[config.mk]
export PLATFORM = sky130hd
export DESIGN_NAME = hc165_ctrl_flat
export DESIGN_NICKNAME = d
export VERILOG_FILES = /design/src/rtl/hc_pkg.sv /design/src/rtl/hc165_ctrl_if.sv /design/src/rtl/sync_2ff.sv /design/src/rtl/hc165_ctrl.sv /design/src/flat_wrapper.sv
export SDC_FILE = /design/constraint.sdc
export NUM_CORES = 1
export LEC_CHECK = 0
export CAP_MARGIN = 20
export CORE_MARGIN = 3
export CORE_UTILIZATION = 45
export DETAILED_ROUTE_END_ITERATION = 8
export PLACE_DENSITY_LB_ADDON = 0.05
export SYNTH_ARGS = -nofsm -noshare
export SYNTH_HDL_FRONTEND = slang
export SYNTH_SLANG_ARGS = --single-unit
[constraint.sdc]
create_clock -name sys_clk -period 1.7 [get_ports sys_clk]
set_input_delay 0.34 -clock sys_clk [delete_from_list [all_inputs] [get_ports sys_clk]]
set_output_delay 0.34 -clock sys_clk [all_outputs]
set_load 0.02 [all_outputs]
[src/rtl/hc_pkg.sv]
// rtl/hc_pkg.sv - shared FSM encoding and defaults for the 74HC165 reader
package hc_pkg;

  localparam logic [1:0] ST_LOAD  = 2'd0;
  localparam logic [1:0] ST_SHIFT = 2'd1;
  localparam logic [1:0] ST_DONE  = 2'd2;
  localparam logic [1:0] ST_GAP   = 2'd3;

  localparam int CLK_DIV_DEFAULT = 4;

endpackage

[src/rtl/hc165_ctrl_if.sv]
// rtl/hc165_ctrl_if.sv - pin-level bus between the reader and the 74HC165 chain
interface hc165_ctrl_if;

  logic pl;
  logic cp;
  logic ce_n;
  logic q7;

  modport master (output pl, output cp, output ce_n, input q7);
  modport slave  (input pl, input cp, input ce_n, output q7);

endinterface

[src/rtl/sync_2ff.sv]
// rtl/sync_2ff.sv - two-flop synchronizer for slow asynchronous board inputs
module sync_2ff (
  input  logic sys_clk,
  input  logic sys_rst,
  input  logic d,
  output logic q
);

  logic meta;

  // two back-to-back flops; q is safe to use in the sys_clk domain
  always_ff @(posedge sys_clk) begin
    if (sys_rst) begin
      meta <= 1'b0;
      q    <= 1'b0;
    end else begin
      meta <= d;
      q    <= meta;
    end
  end

endmodule

[src/rtl/hc165_ctrl.sv]
// rtl/hc165_ctrl.sv - periodic scan of a 74HC165 chain into a parallel word
module hc165_ctrl
  import hc_pkg::*;
#(
  parameter int N_BITS   = 16,
  parameter int CLK_DIV  = CLK_DIV_DEFAULT,
  parameter int SCAN_GAP = 1000
) (
  input  logic              sys_clk,
  input  logic              sys_rst,
  hc165_ctrl_if.master      bus,
  output logic [N_BITS-1:0] data_out,
  output logic              data_vld,
  output logic              data_chg
);

  localparam int PH_W  = $clog2(CLK_DIV);
  localparam int BIT_W = $clog2(N_BITS);
  localparam int GAP_W = $clog2(SCAN_GAP + 1);

  localparam logic [PH_W-1:0]  PH_LAST  = PH_W'(CLK_DIV - 1);
  localparam logic [PH_W-1:0]  PH_HALF  = PH_W'(CLK_DIV / 2);
  localparam logic [BIT_W-1:0] BIT_LAST = BIT_W'(N_BITS - 1);
  localparam logic [GAP_W-1:0] GAP_LAST = GAP_W'(SCAN_GAP - 1);

  logic [1:0]        state;
  logic [PH_W-1:0]   ph;
  logic [BIT_W-1:0]  bit_cnt;
  logic [GAP_W-1:0]  gap_cnt;
  logic [N_BITS-1:0] shreg;
  logic              q7_s;

  sync_2ff u_sync (
    .sys_clk (sys_clk),
    .sys_rst (sys_rst),
    .d       (bus.q7),
    .q       (q7_s)
  );

  // chain clock is held off only while the reader itself is in reset
  assign bus.ce_n = sys_rst;

  // scan sequencer: LOAD -> SHIFT (N_BITS bit periods) -> DONE -> GAP -> LOAD
  always_ff @(posedge sys_clk) begin
    if (sys_rst) begin
      state   <= ST_LOAD;
      ph      <= '0;
      bit_cnt <= '0;
      gap_cnt <= '0;
    end else begin
      case (state)
        ST_LOAD: begin
          if (ph == PH_LAST) begin
            state <= ST_SHIFT;
            ph    <= '0;
          end else begin
            ph <= ph + 1'b1;
          end
        end
        ST_SHIFT: begin
          if (ph == PH_LAST) begin
            ph <= '0;
            if (bit_cnt == BIT_LAST) begin
              state   <= ST_DONE;
              bit_cnt <= '0;
            end else begin
              bit_cnt <= bit_cnt + 1'b1;
            end
          end else begin
            ph <= ph + 1'b1;
          end
        end
        ST_DONE: begin
          state   <= ST_GAP;
          gap_cnt <= '0;
        end
        default: begin
          if (gap_cnt == GAP_LAST) begin
            state <= ST_LOAD;
            ph    <= '0;
          end else begin
            gap_cnt <= gap_cnt + 1'b1;
          end
        end
      endcase
    end
  end

  // pin drivers: pl low one cycle behind LOAD, cp high for the second half of each bit
  always_ff @(posedge sys_clk) begin
    if (sys_rst) begin
      bus.pl <= 1'b1;
      bus.cp <= 1'b0;
    end else begin
      bus.pl <= (state != ST_LOAD);
      bus.cp <= (state == ST_SHIFT) && (ph >= PH_HALF);
    end
  end

  // sample just before cp rises; publish the word and its change flag in DONE
  always_ff @(posedge sys_clk) begin
    if (sys_rst) begin
      shreg    <= '0;
      data_out <= '0;
      data_vld <= 1'b0;
      data_chg <= 1'b0;
    end else begin
      data_vld <= (state == ST_DONE);
      data_chg <= (state == ST_DONE) && (shreg != data_out);
      if (state == ST_DONE) begin
        data_out <= shreg;
      end
      if ((state == ST_SHIFT) && (ph == PH_HALF)) begin
        shreg <= {shreg[N_BITS-2:0], q7_s};
      end
    end
  end

endmodule

[src/flat_wrapper.sv]
// flat-port wrapper written by rule: the top's interface ports become plain ports
module hc165_ctrl_flat import hc_pkg::*;
#(
  parameter int N_BITS   = 16,
  parameter int CLK_DIV  = CLK_DIV_DEFAULT,
  parameter int SCAN_GAP = 1000
)
  (sys_clk, sys_rst, data_out, data_vld, data_chg, bus_pl, bus_cp, bus_ce_n, bus_q7);
  hc165_ctrl_if bus_i ();
  input  logic sys_clk;
  input  logic sys_rst;
  output logic [N_BITS-1:0] data_out;
  output logic data_vld;
  output logic data_chg;
  output wire logic [$bits(bus_i.pl)-1:0] bus_pl;
  output wire logic [$bits(bus_i.cp)-1:0] bus_cp;
  output wire logic [$bits(bus_i.ce_n)-1:0] bus_ce_n;
  input wire logic [$bits(bus_i.q7)-1:0] bus_q7;
  assign bus_pl = bus_i.pl;
  assign bus_cp = bus_i.cp;
  assign bus_ce_n = bus_i.ce_n;
  assign bus_i.q7 = bus_q7;
  hc165_ctrl #(.N_BITS(N_BITS), .CLK_DIV(CLK_DIV), .SCAN_GAP(SCAN_GAP)) u_core (.sys_clk(sys_clk), .sys_rst(sys_rst), .bus(bus_i), .data_out(data_out), .data_vld(data_vld), .data_chg(data_chg));
endmodule
**Word level (Yosys, flattened, before mapping)**

Cells that the tools add are included.

- Magnitude comparators: 1
- $add $sub $neg: 3
- Reduce and logical (&&, ||, !) cells: 12
- Bitwise gates (word level): 2
- Div/mod/pow operators: 0
- Shift operators: 0
- Equal/unequal tests: 11
- $mul: 0
- Mux-type cells: 10

Operators by type and width:

| operator | count |
|---|---|
| 10-bit case mux with 2 select lines | 1 |
| 16-bit inequality test | 1 |
| 10-bit by 1-bit adder with 10-bit output (second input constant) | 1 |
| 10-bit == test (second input constant) | 1 |
| 10-bit two-way mux | 1 |
| 2-bit two-way mux | 5 |
| 2-bit == test (second input constant) | 3 |
| 2-bit by 1-bit inequality test with 1-bit output (second input constant) | 3 |
| 2-bit case mux with 3 select lines | 1 |
| 2-bit AND reduction | 3 |
| 4-bit by 1-bit adder with 4-bit output (second input constant) | 1 |
| 4-bit == test (second input constant) | 1 |
| 4-bit two-way mux | 1 |
| 2-bit case mux with 2 select lines | 1 |
| 4-bit AND reduction | 1 |
| 2-bit nonzero test | 2 |
| 4-bit nonzero test | 1 |
| 1-bit logical AND | 3 |
| 2-bit by 1-bit adder with 2-bit output (second input constant) | 1 |
| 2-bit by 1-bit == test with 1-bit output (second input constant) | 1 |
| 2-bit greater-or-equal comparator (second input constant) | 1 |
| 2-bit zero test | 1 |
| 2-bit inequality test (second input constant) | 1 |
| 1-bit inverter | 2 |
| 2-bit OR reduction | 1 |

- Bits in latches: 0
- Bits in registers: 56
- Output and inout port bits: 21
- Memories kept: 0
- Logic and storage cells: 51
- Input bits: 3
- RAM bits: 0
- Memory bits (read-only): 0

**Depth between registers and ports, before layout**

Gate-level depths: netlist of run 1.

- Depth in word-level cells: 4
- Mapped depth: 7
- Gate-level depth less buffers: 6

**By module**

From an unflattened synthesis of run 1, not the netlist that was laid out.

- Cells, all modules: 278
- Area total of the unflattened synthesis: 2512.4 µm²

By module, submodules not included:

| module | sequential area each (µm²) | cells each | times used | area an instance (µm²) |
|---|---|---|---|---|
| hc165_ctrl | 1081.0 | 274 | 1 | 2459.9 |
| sync_2ff | 40.0 | 4 | 1 | 52.6 |

**Worst setup path after synthesis of run 1**

No wires, ideal clock.

- Kind: reg-to-reg
- Start: register u_core.state[0]
- End: register u_core.state[0]
- Clock period less this slack: 1.667 ns
- Slack: 0.033 ns
- Setup time: 0.117 ns
- Stages on the path, launching flop included: 8
- Required time: 1.583 ns
- Buffers on the path: 1
- Arrival time: 1.550 ns
- Path through: dfxtp_1 -> inv_1 -> ha_1 -> or2_1 -> buf_6 -> a31oi_1 -> a21boi_1 -> o22a_1

- Word-level cells in the longest chain between the ends: 3
- Elaborated cells between the ends (all ways): 9
- Classes of those cells: eq/ne: 5; mux: 1; reduce/logical: 3

RTL lines:

| item | line | RTL |
|---|---|---|
| from (decl) | hc165_ctrl.sv:26 | `logic [1:0] state;` |
| from (signal assigned) | hc165_ctrl.sv:46 | `state <= ST_LOAD;` |
| from (signal assigned) | hc165_ctrl.sv:54 | `state <= ST_SHIFT;` |
| from (signal assigned) | hc165_ctrl.sv:64 | `state <= ST_DONE;` |
| 2-bit by 1-bit == test with 1-bit output (tied with other cells) | hc165_ctrl.sv:51 | `case (state)` |
| 2-bit by 1-bit inequality test with 1-bit output (no line) or 4-bit nonzero test (tied branches) | - |  |
| 4-bit AND reduction (no line) | - |  |

Parallel ways exist; a longest one is shown, timed or not.
A chain may end at the register's enable or synchronous reset.

**Worst setup path after layout of run 1**

- Start: register u_core.data_out[3]
- End: output port data_out[3]

RTL lines:

| item | line | RTL |
|---|---|---|
| from (decl) | hc165_ctrl.sv:12 | `output logic [N_BITS-1:0] data_out,` |
| from (signal assigned) | hc165_ctrl.sv:111 | `data_out <= shreg;` |
| to (decl) | flat_wrapper.sv:12 | `output logic [N_BITS-1:0] data_out;` |

No word-level cell between the ends.

==> results of run 1 <==
-- cells in the mapped netlist, drive strengths merged --
library cell,count
ha,7
and4,1
a21boi,1
nor4b,3
xnor2,19
dfxtp,56
nor4bb,1
mux2i,17
o22a,1
buf,7
a31oi,1
or4,1
or2,1
nand2b,3
nor4,3
and3,1
o21ai,4
a311oi,1
nor3,3
and4bb,2
nor2,28
a211o,2
or4b,1
and2,1
o211ai,1
xor2,4
nor3b,4
or3,2
nor2b,3
a21oi,24
inv,4
nand2,41
nand3,5
a211oi,1
nand4,7
a21o,1
clkbuf,8
-- power by group through the flow --
stage                     clock, mW  sequential, mW  combinational (mW)
after floorplan                   0            1.48               0.526
after global placement            0            1.47               0.765
after detailed placement          0            1.47               0.772
after CTS                     0.952            1.44               0.776
after global routing          0.995            1.45               0.918
final                         0.919            1.44               0.811
-- final cells by class --
class,instances,share of cell area (%)
timing repair buffer,34,12.05
tap,70,2.971
sequential,56,38.03
multi-input combinational,195,42.32
clock buffer,6,2.801
inverter,4,0.5093
clock inverter,2,1.316
-- worst paths after layout --
| kind | endpoint | slack, ns | cells after the start |
|---|---|---|---|
| worst max-delay path | data_out[3] | 0.05 | 1 |
| worst min-delay path | u_core.shreg[7] | 0.31 | 2 |
| worst max register to register | u_core.gap_cnt[7] | 0.13 | 6 |
| worst min register to register | u_core.shreg[0] | 0.45 | 2 |
-- metrics by stage --
stage                     area [sq um]  hold WS [ns]
after floorplan                   2437        0.4138
after global placement            2774        0.4366
after detailed placement          2774        0.4278
after CTS                         2895        0.3129
after global routing              2948        0.3258
final                             2948        0.3109
-- kinds of logic (layout without fill, tap and decap cells) --
logic type,count (synthesis),in the layout
buffers and inverters,19,46
flip-flops,56,56
adder cells (fa/ha/maj),7,7
AND/OR/NAND/NOR,111,111
multiplexers,17,17
AO/OA/AOI/OAI,37,37
XOR/XNOR,23,23
-- state kept, by name, indices dropped and copies added (netlist names) --
| register | flops |
|---|---|
| u_core.bit_cnt | 4 |
| u_core.u_sync.q | 1 |
| u_core.bus.cp | 1 |
| u_core.state | 2 |
| u_core.ph | 2 |
| u_core.shreg | 16 |
| u_core.data_out | 16 |
| u_core.gap_cnt | 10 |
| u_core.bus.pl | 1 |
| u_core.data_vld | 1 |
| u_core.u_sync.meta | 1 |
| u_core.data_chg | 1 |
-- metal layers --
metal / vias to the layer above / track usage [%] / share of wire, %
met4: 0 / 5.155 / 1.4
met5: - / 0 / 0
li1: 973 / - / -
met2: 26 / 25.21 / 43
met1: 857 / 22.14 / 51
met3: 8 / 4.740 / 5.0
-- what timing repair did --
action	4_1_cts	5_1_grt
hold buffers	0	0
resized for setup	0	20
endpoints found under the setup margin	0	23
hold endpoints to repair	0	0
==> results_dict.tcl, run 1 <==
set metrics [dict create \
    rows 26 \
    run_status "completed" \
    finalNetCount 306 \
    dp_slack_ns 0.06278 \
    final_cell_mix "dfxtp_1, nand2_1, nor2_1" \
    pwr-share-seq_pct 45.5 \
    maxSlewHeadroom_pct 77.50 \
    synth_fa_ha_area_share_pct 3.593 \
    setup_violations 0 \
    fp.dieArea_sq_mm 0.006335 \
    fin_setup_tns_ns 0 \
    grt.total_usage_pct 16.40 \
    synth_compound_area_share_pct 8.676 \
    wire_per_inst_um 12.84 \
    max-cap-violations 0 \
    drive_gt1_share_pct 9.428 \
    syn_nets 280 \
    gr-total-overflow 0 \
    skew_ns 0.01107 \
    cts_sinks 56 \
    drc 0 \
    n_fill_cell 496 \
    initial_core_util_pct 47.12 \
    total_power_mw 3.173 \
    hpwl_um 3223 \
    yosys.area.top_type "dfxtp_1" \
    cp_num_buf_inv 1 \
    ys_seq_elements 56 \
    cts_root_buffer "clkbuf_8" \
    ys_warn_count 0 \
    fp.dieW_um 79.60 \
    ioPinCount 24 \
    numCtsBuffers 5 \
    antenna_found_initial 0 \
    grt_first_pass_wirelength_um 8169 \
    core_sq_mm 0.005172 \
    end_kind "output pin" \
    synth_top_family_by_area "simple AND/OR/NAND/NOR gates" \
    hold_class "input port to register" \
    arrival_ns 1.31 \
    crit_start "u_core.data_out[3]" \
    port-buffer-count 23 \
    vias_per_cell 5.079 \
    synthMuxAreaShare_pct 6.982 \
    ys_seq_area_share_pct 46.00 \
    clock.fmax_ghz 0.6075 \
    r2r_start "u_core.state[0]" \
    synthDistinctLibCells 43 \
    final-hold-violation-count 0 \
    slowest_delay_ns 0.61 \
    worstHoldStart "sys_rst" \
    comb_power_share_pct 25.6 \
    cp-start-kind "register" \
    multi_input_area_sq_mm 0.001247 \
    leakage_nw 1.263 \
    area_growth_pct 20.94 \
    ant_nets 0 \
    synthCells 270 \
    synth_top_area_share_pct 46.00 \
    place_congestion 0.7739 \
    diodes 0 \
    layout_min_cycle_time_ns 1.646 \
    wl_um 4713 \
    synthSimpleGateAreaFrac_pct 22.95 \
    fp.dieH_um 79.60 \
    grt_pass1_vias 1790 \
    power.density_mw_per_mm2 1076 \
    cp_slowest_cell "clkdlybuf4s50_1" \
    grt_max_degree 28 \
    path_cells "clkdlybuf4s50_1" \
    switching_share_pct 29.02 \
    utilization_pct 56.99 \
    worst_pin_slew_ns 0.3344 \
    irDropWorstVdd_mv 0.4513 \
    drtIter0Drc 48 \
    final_common_cell "dfxtp_1" \
    netlist_area_sq_mm 0.002437 \
    synthTopCellsByArea "dfxtp_1, mux2i_1, xnor2_1" \
    synth-xor-area-share_pct 8.265 \
    cp_max_fo 3 \
    clkPwrFrac_pct 29.0 \
    cp.required_ns 1.36 \
    critical-path-top-delay-family "buffers and inverters" \
    setup_slack_ns 0.05389 \
    htreeDepth 2 \
    post_cts_buffers 0 \
    clkSlewWorstSetupHoldPaths_ns 0.10 \
    regArea_sq_mm 0.001121 \
    clockBufferDepth 2 \
    critPathKind "register to output pin" \
    slew_violations 0 \
    instances_no_fill 367 \
    internal-power_mw 2.252 \
    first_pass_iters 4 \
    syn_avg_cell_area_sq_um 9.027 \
    dpl.cell_count 359 \
    p_sw_mw 0.9208 \
    period_share_pct 96.83 \
    cts_tree "built" \
    clk_latency_ns 0.32 \
    vias 1864 \
]
Note: power is estimated with default switching activity, not from simulation.
==> inputs of run 2 (changes only) <==
GPL_TIMING_DRIVEN = 0   (was unset)
SKIP_CTS_REPAIR_TIMING = 1   (was unset)
==> run 2 against run 1 <==
  * Clock-buffer cell count is the same
  * Sequential power is essentially flat
  * Routed wire length grew 4.1%
  * Cell area shrank 0.64%
  * Global-route usage grew 0.14 points
  * Largest power group unchanged
==> results_dict.tcl, run 2 (synthesis results as in run 1) <==
set metrics [dict create \
    run_status "completed" \
    hpwl_um 3463 \
    cp_max_fo 3 \
    endpoint "data_out[6]" \
    crit_cells 1 \
    maxSlewHeadroom_pct 71.07 \
    cts_sinks 56 \
    irDropWorstVdd_mv 0.5516 \
    cp_slowest_cell "clkdlybuf4s50_1" \
    clkSlewWorstSetupHoldPaths_ns 0.10 \
    period_share_pct 97.71 \
    hold_class "register to register" \
    critPathKind "register to output pin" \
    diodes 0 \
    n_fill_cell 479 \
    rr_worst_depth 7 \
    grt_pass1_vias 1773 \
    path_cells "clkdlybuf4s50_1" \
    numCtsBuffers 5 \
    multi_input_area_sq_mm 0.001279 \
    ant_nets 0 \
    cp_num_buf_inv 1 \
    arrival_ns 1.32 \
    cts_tree "built" \
    instances_no_fill 371 \
    final_area_sq_mm 0.002929 \
    dpl.cell_count 363 \
    vias_per_cell 5.016 \
    setup_violations 0 \
    power.density_mw_per_mm2 1022 \
    drtIter0Drc 65 \
    fp.dieArea_sq_mm 0.006335 \
    clk_latency_ns 0.31 \
    reg2reg_slack_ns 0.08 \
    crit_start "u_core.data_out[6]" \
    r2r_end "u_core.state[0]" \
    layout_min_cycle_time_ns 1.661 \
    clockBufferDepth 2 \
    grt.total_usage_pct 16.55 \
    worst_pin_slew_ns 0.4340 \
    grt_first_pass_wirelength_um 8280 \
    slowest_delay_ns 0.62 \
    final_cell_mix "dfxtp_1, nand2_1, nor2_1" \
    antenna_found_initial 0 \
    slew_violations 0 \
    wire_per_inst_um 13.23 \
    critical-path-top-delay-family "buffers and inverters" \
    largestRegisters "u_core.data_out: 16 flops, u_core.shreg: 16 flops, u_core.gap_cnt: 10 flops" \
    drc 0 \
    final-hold-violation-count 0 \
    end_kind "output pin" \
    clock.fmax_ghz 0.6020 \
    drive_gt1_share_pct 10.63 \
    fp.dieH_um 79.60 \
    final_common_cell "dfxtp_1" \
    gr-total-overflow 0 \
    ioPinCount 24 \
    holdWs_ns 0.4433 \
    leakage_nw 1.064 \
    fp.dieW_um 79.60 \
    initial_core_util_pct 47.12 \
    total_power_mw 2.993 \
    port-buffer-count 23 \
    regArea_sq_mm 0.001124 \
    area_growth_pct 20.17 \
    rows 26 \
    max-cap-violations 0 \
    core_sq_mm 0.005172 \
    rsz0062_at_grt "true" \
    htreeDepth 2 \
    finalNetCount 310 \
    r2r_start "u_core.state[1]" \
    postPlaceCellArea_sq_mm 0.002755 \
    cp-start-kind "register" \
    cp.required_ns 1.36 \
    skew_ns 0.004759 \
    first_pass_iters 4 \
    place_congestion 0.7989 \
    vias 1861 \
    wl_um 4908 \
    cts_root_buffer "clkbuf_8" \
    grt_max_degree 17 \
]
-- run 2: cell count changes in the layout (fill, tap and decap cells not counted), sizes merged --
cell           delta
clkdlybuf4s50    +12
clkbuf           +11
bufinv            -1
buf               -8
dlymetal6s2s     -11
clkinv            +1
-- run 2: worst min path at each step --
| stage | start | end | slack (ns) | cells past startpoint |
|---|---|---|---|---|
| floorplan | u_core.u_sync.meta | u_core.u_sync.q | 0.41 | 1 |
| global placement | u_core.u_sync.q | u_core.shreg[0] | 0.44 | 2 |
| detailed placement | u_core.u_sync.q | u_core.shreg[0] | 0.44 | 2 |
| CTS | u_core.u_sync.q | u_core.shreg[0] | 0.45 | 2 |
| global route | u_core.u_sync.meta | u_core.u_sync.q | 0.50 | 1 |
| finish | u_core.u_sync.q | u_core.shreg[0] | 0.44 | 2 |
-- run 2: through the flow --
step | utilization, % | setup TNS, ns | setup slack [ns]
6_report | 56.63 | 0 | 0.03886
5_1_grt | 56.63 | -0.06047 | -0.02126
4_1_cts | 55.06 | -2.689 | -0.2693
3_5_place_dp | 53.27 | -11.47 | -0.3311
3_3_place_gp | 53.27 | -10.60 | -0.2942
2_1_floorplan | - | 0 | 0.03296
-- run 2: cell type report --
class / instances / share of cell area (%)
multi-input combinational: 195 / 43.66
timing repair buffer: 24 / 8.372
sequential: 56 / 38.36
tap: 70 / 2.990
buffer: 14 / 2.947
clock buffer: 6 / 2.819
clock inverter: 2 / 0.3417
inverter: 4 / 0.5126
-- run 2: report_power, final --
group	total (mW)	internal [mW]	leakage [nW]	switching, mW
clock	0.742	0.326	0.0510	0.416
sequential	1.45	1.39	0.453	0.0571
combinational	0.804	0.356	0.559	0.449
-- run 2: routing by layer --
metal	global-route usage, %	part of all wire (%)
met5	0	0
met4	5.670	1.4
met3	3.386	3.4
met2	24.79	43
met1	23.55	52
-- run 2: worst reg2reg max path, stage by stage (launching register included) --
cell and delay, ns:
dfxtp_2 0.35, inv_1 0.06, ha_1 0.21, or2_1 0.24, buf_6 0.15, a31oi_4 0.21
a21boi_2 0.10, o22a_1 0.20
==> inputs of run 3 (changes only) <==
SYNTH_HIERARCHICAL = 1   (was unset)
==> run 3 against run 2 <==
  * First-iteration DRC count increased by 69%
  * Cell count up 4.0%
  * Via count up 7.4%
  * Flip-flop and latch count unchanged
  * Power down 7.2%
  * Combinational power decreased by 27%
  * Utilization grew 2.2 points
  * Critical path depth increased by 2
  * Clock skew about the same
  * Largest cell class unchanged
==> results_dict.tcl, run 3 <==
set metrics [dict create \
    run_status "completed" \
    end_kind "output pin" \
    ant_nets 0 \
    clock.fmax_ghz 0.6114 \
    irDropWorstVdd_mv 0.4890 \
    drc 0 \
    clk_latency_ns 0.30 \
    vias 1999 \
    cp_slowest_cell "clkdlybuf4s50_1" \
    clkSlewWorstSetupHoldPaths_ns 0.10 \
    yosys.area.top_type "dfxtp_1" \
    met1_usage_pct 24.71 \
    gr-total-overflow 0 \
    clockBufferDepth 2 \
    area_growth_pct 22.71 \
    worst_pin_slew_ns 0.5664 \
    initial_core_util_pct 47.97 \
    rsz0062_at_grt "true" \
    switching_share_pct 28.39 \
    finalNetCount 326 \
    wire_per_inst_um 13.31 \
    slowest_delay_ns 0.59 \
    fp.dieW_um 80.72 \
    synth_top_area_share_pct 44.62 \
    core_sq_mm 0.005238 \
    cp.required_ns 1.36 \
    port-buffer-count 23 \
    postPlaceCellArea_sq_mm 0.002830 \
    drive_gt1_share_pct 12.34 \
    yosys.cell_count.top_type "dfxtp_1" \
    internal-power_mw 1.990 \
    fp.dieArea_sq_mm 0.006516 \
    gr-usage-met3_pct 5.157 \
    antenna_found_initial 0 \
    clkPwrFrac_pct 26.9 \
    final_cell_mix "dfxtp_1, nand2_1, nor2_1, a21oi_1, mux2i_1" \
    critPathKind "input port to output pin" \
    pwr-share-seq_pct 51.8 \
    first_pass_iters 4 \
    cts_sinks 56 \
    largestRegisters "u_core/data_out: 16 flops, u_core/shreg: 16 flops, u_core/gap_cnt: 10 flops" \
    synthFlopType "dfxtp_1" \
    path_cells "dlymetal6s2s_1 -> buf_4 -> clkdlybuf4s50_1" \
    netlist_area_sq_mm 0.002512 \
    grt_max_degree 17 \
    setup_violations 0 \
    synthDistinctLibCells 45 \
    cts_tree "built" \
    synthTopCellsByCount "dfxtp_1, nand2_1, a21oi_1, nor2_1, mux2i_1" \
    maxSlewHeadroom_pct 62.15 \
    layout_min_cycle_time_ns 1.636 \
    comb_power_share_pct 21.2 \
    htreeDepth 2 \
    cts_root_buffer "clkbuf_8" \
    syn_nets 289 \
    numCtsBuffers 5 \
    period_share_pct 96.21 \
    syn_avg_cell_area_sq_um 9.037 \
    cp_max_fo 7 \
    grt-busiest-layer "met2" \
    grt_first_pass_wirelength_um 8742 \
    synthTopCellsByArea "dfxtp_1, mux2i_1, nand2_1" \
    synthCells 278 \
    wl_um 5136 \
    fp.dieH_um 80.72 \
    synthArstFlopShare_pct 0 \
    diodes 0 \
    cp-start-kind "input port" \
    slew_violations 0 \
    rows 26 \
    place_congestion 0.8065 \
    hold_class "input port to register" \
    vias_per_cell 5.179 \
    power.density_mw_per_mm2 901.3 \
    drtIter0Drc 110 \
    final-hold-violation-count 0 \
    ys_warn_count 6 \
    fin_setup_tns_ns 0 \
    grt.total_usage_pct 17.36 \
    ioPinCount 24 \
    use_met2_pct 25.83 \
    p_sw_mw 0.7888 \
    grt_pass1_vias 1799 \
    synth_edf_count 0 \
    skew_ns 0.004629 \
    leakage_nw 1.371 \
    ys_seq_area_share_pct 44.62 \
    arrival_ns 1.30 \
    max-cap-violations 0 \
    hpwl_um 3621 \
    final_common_cell "dfxtp_1" \
    final_area_sq_mm 0.003083 \
    ys_seq_elements 56 \
]
run 3: area by class of cell:
| type | instances | area, sq um |
|---|---|---|
| fillers | 461 | 2155 |
| multi-input cells | 198 | 1328 |
| flip-flops and latches | 56 | 1127 |
| repair buffers | 33 | 340.3 |
| well taps | 70 | 87.58 |
| clock buffers | 7 | 86.33 |
| plain buffers | 13 | 76.32 |
| inverters | 8 | 30.03 |
| clock inverters | 1 | 7.507 |
run 3: routing by layer:
layer	share of wire, %	wire length, um	up-vias
met2	44	2275	40
li1	-	-	1039
met3	3.6	184	2
met4	0.49	25	0
met1	52	2651	918
met5	0	0	-
run 3: cell families after synthesis:
family	after synthesis	synth area share, %
compound gates	55	15.09
xor+xnor	20	6.972
fa+ha+maj	8	3.984
buf+inv	24	4.133
flops	56	44.62
mux	18	7.171
simple gates	97	18.03
run 3: final timing paths:
path | cells after the start | from | slack [ns] | to
worst max-delay path | 3 | sys_rst | 0.06 | bus_ce_n
worst min-delay path | 2 | sys_rst | 0.36 | u_core/u_sync/q
worst max register to register | 9 | u_core/state[1] | 0.09 | u_core/ph[1]
worst min register to register | 2 | u_core/u_sync/q | 0.44 | u_core/shreg[0]
run 3: stage by stage:
step / instances / total power, mW / hold WS (ns) / setup slack, ns / utilization, %
5_1_grt: 386 / 2.950 / 0.3578 / -0.01533 / 58.86
3_3_place_gp: 371 / 1.944 / 0.4197 / -0.3581 / 54.04
6_report: 386 / 2.779 / 0.3641 / 0.06445 / 58.86
2_1_floorplan: 278 / 1.820 / 0.4116 / 0.06831 / -
4_1_cts: 379 / 2.704 / 0.4458 / -0.3308 / 55.83
3_5_place_dp: 371 / 1.946 / 0.4282 / -0.3619 / 54.04
run 3: critical path: cells and delay by family:
kind,cells,cell delay (ns)
buffers and inverters,3,0.95
run 3: power groups by stage:
stage | registers (mW) | logic (mW) | clock network (mW)
2_1_floorplan | 1.46 | 0.358 | 0
3_3_place_gp | 1.46 | 0.486 | 0
3_5_place_dp | 1.46 | 0.487 | 0
4_1_cts | 1.43 | 0.488 | 0.786
5_1_grt | 1.45 | 0.660 | 0.840
6_report | 1.44 | 0.590 | 0.748
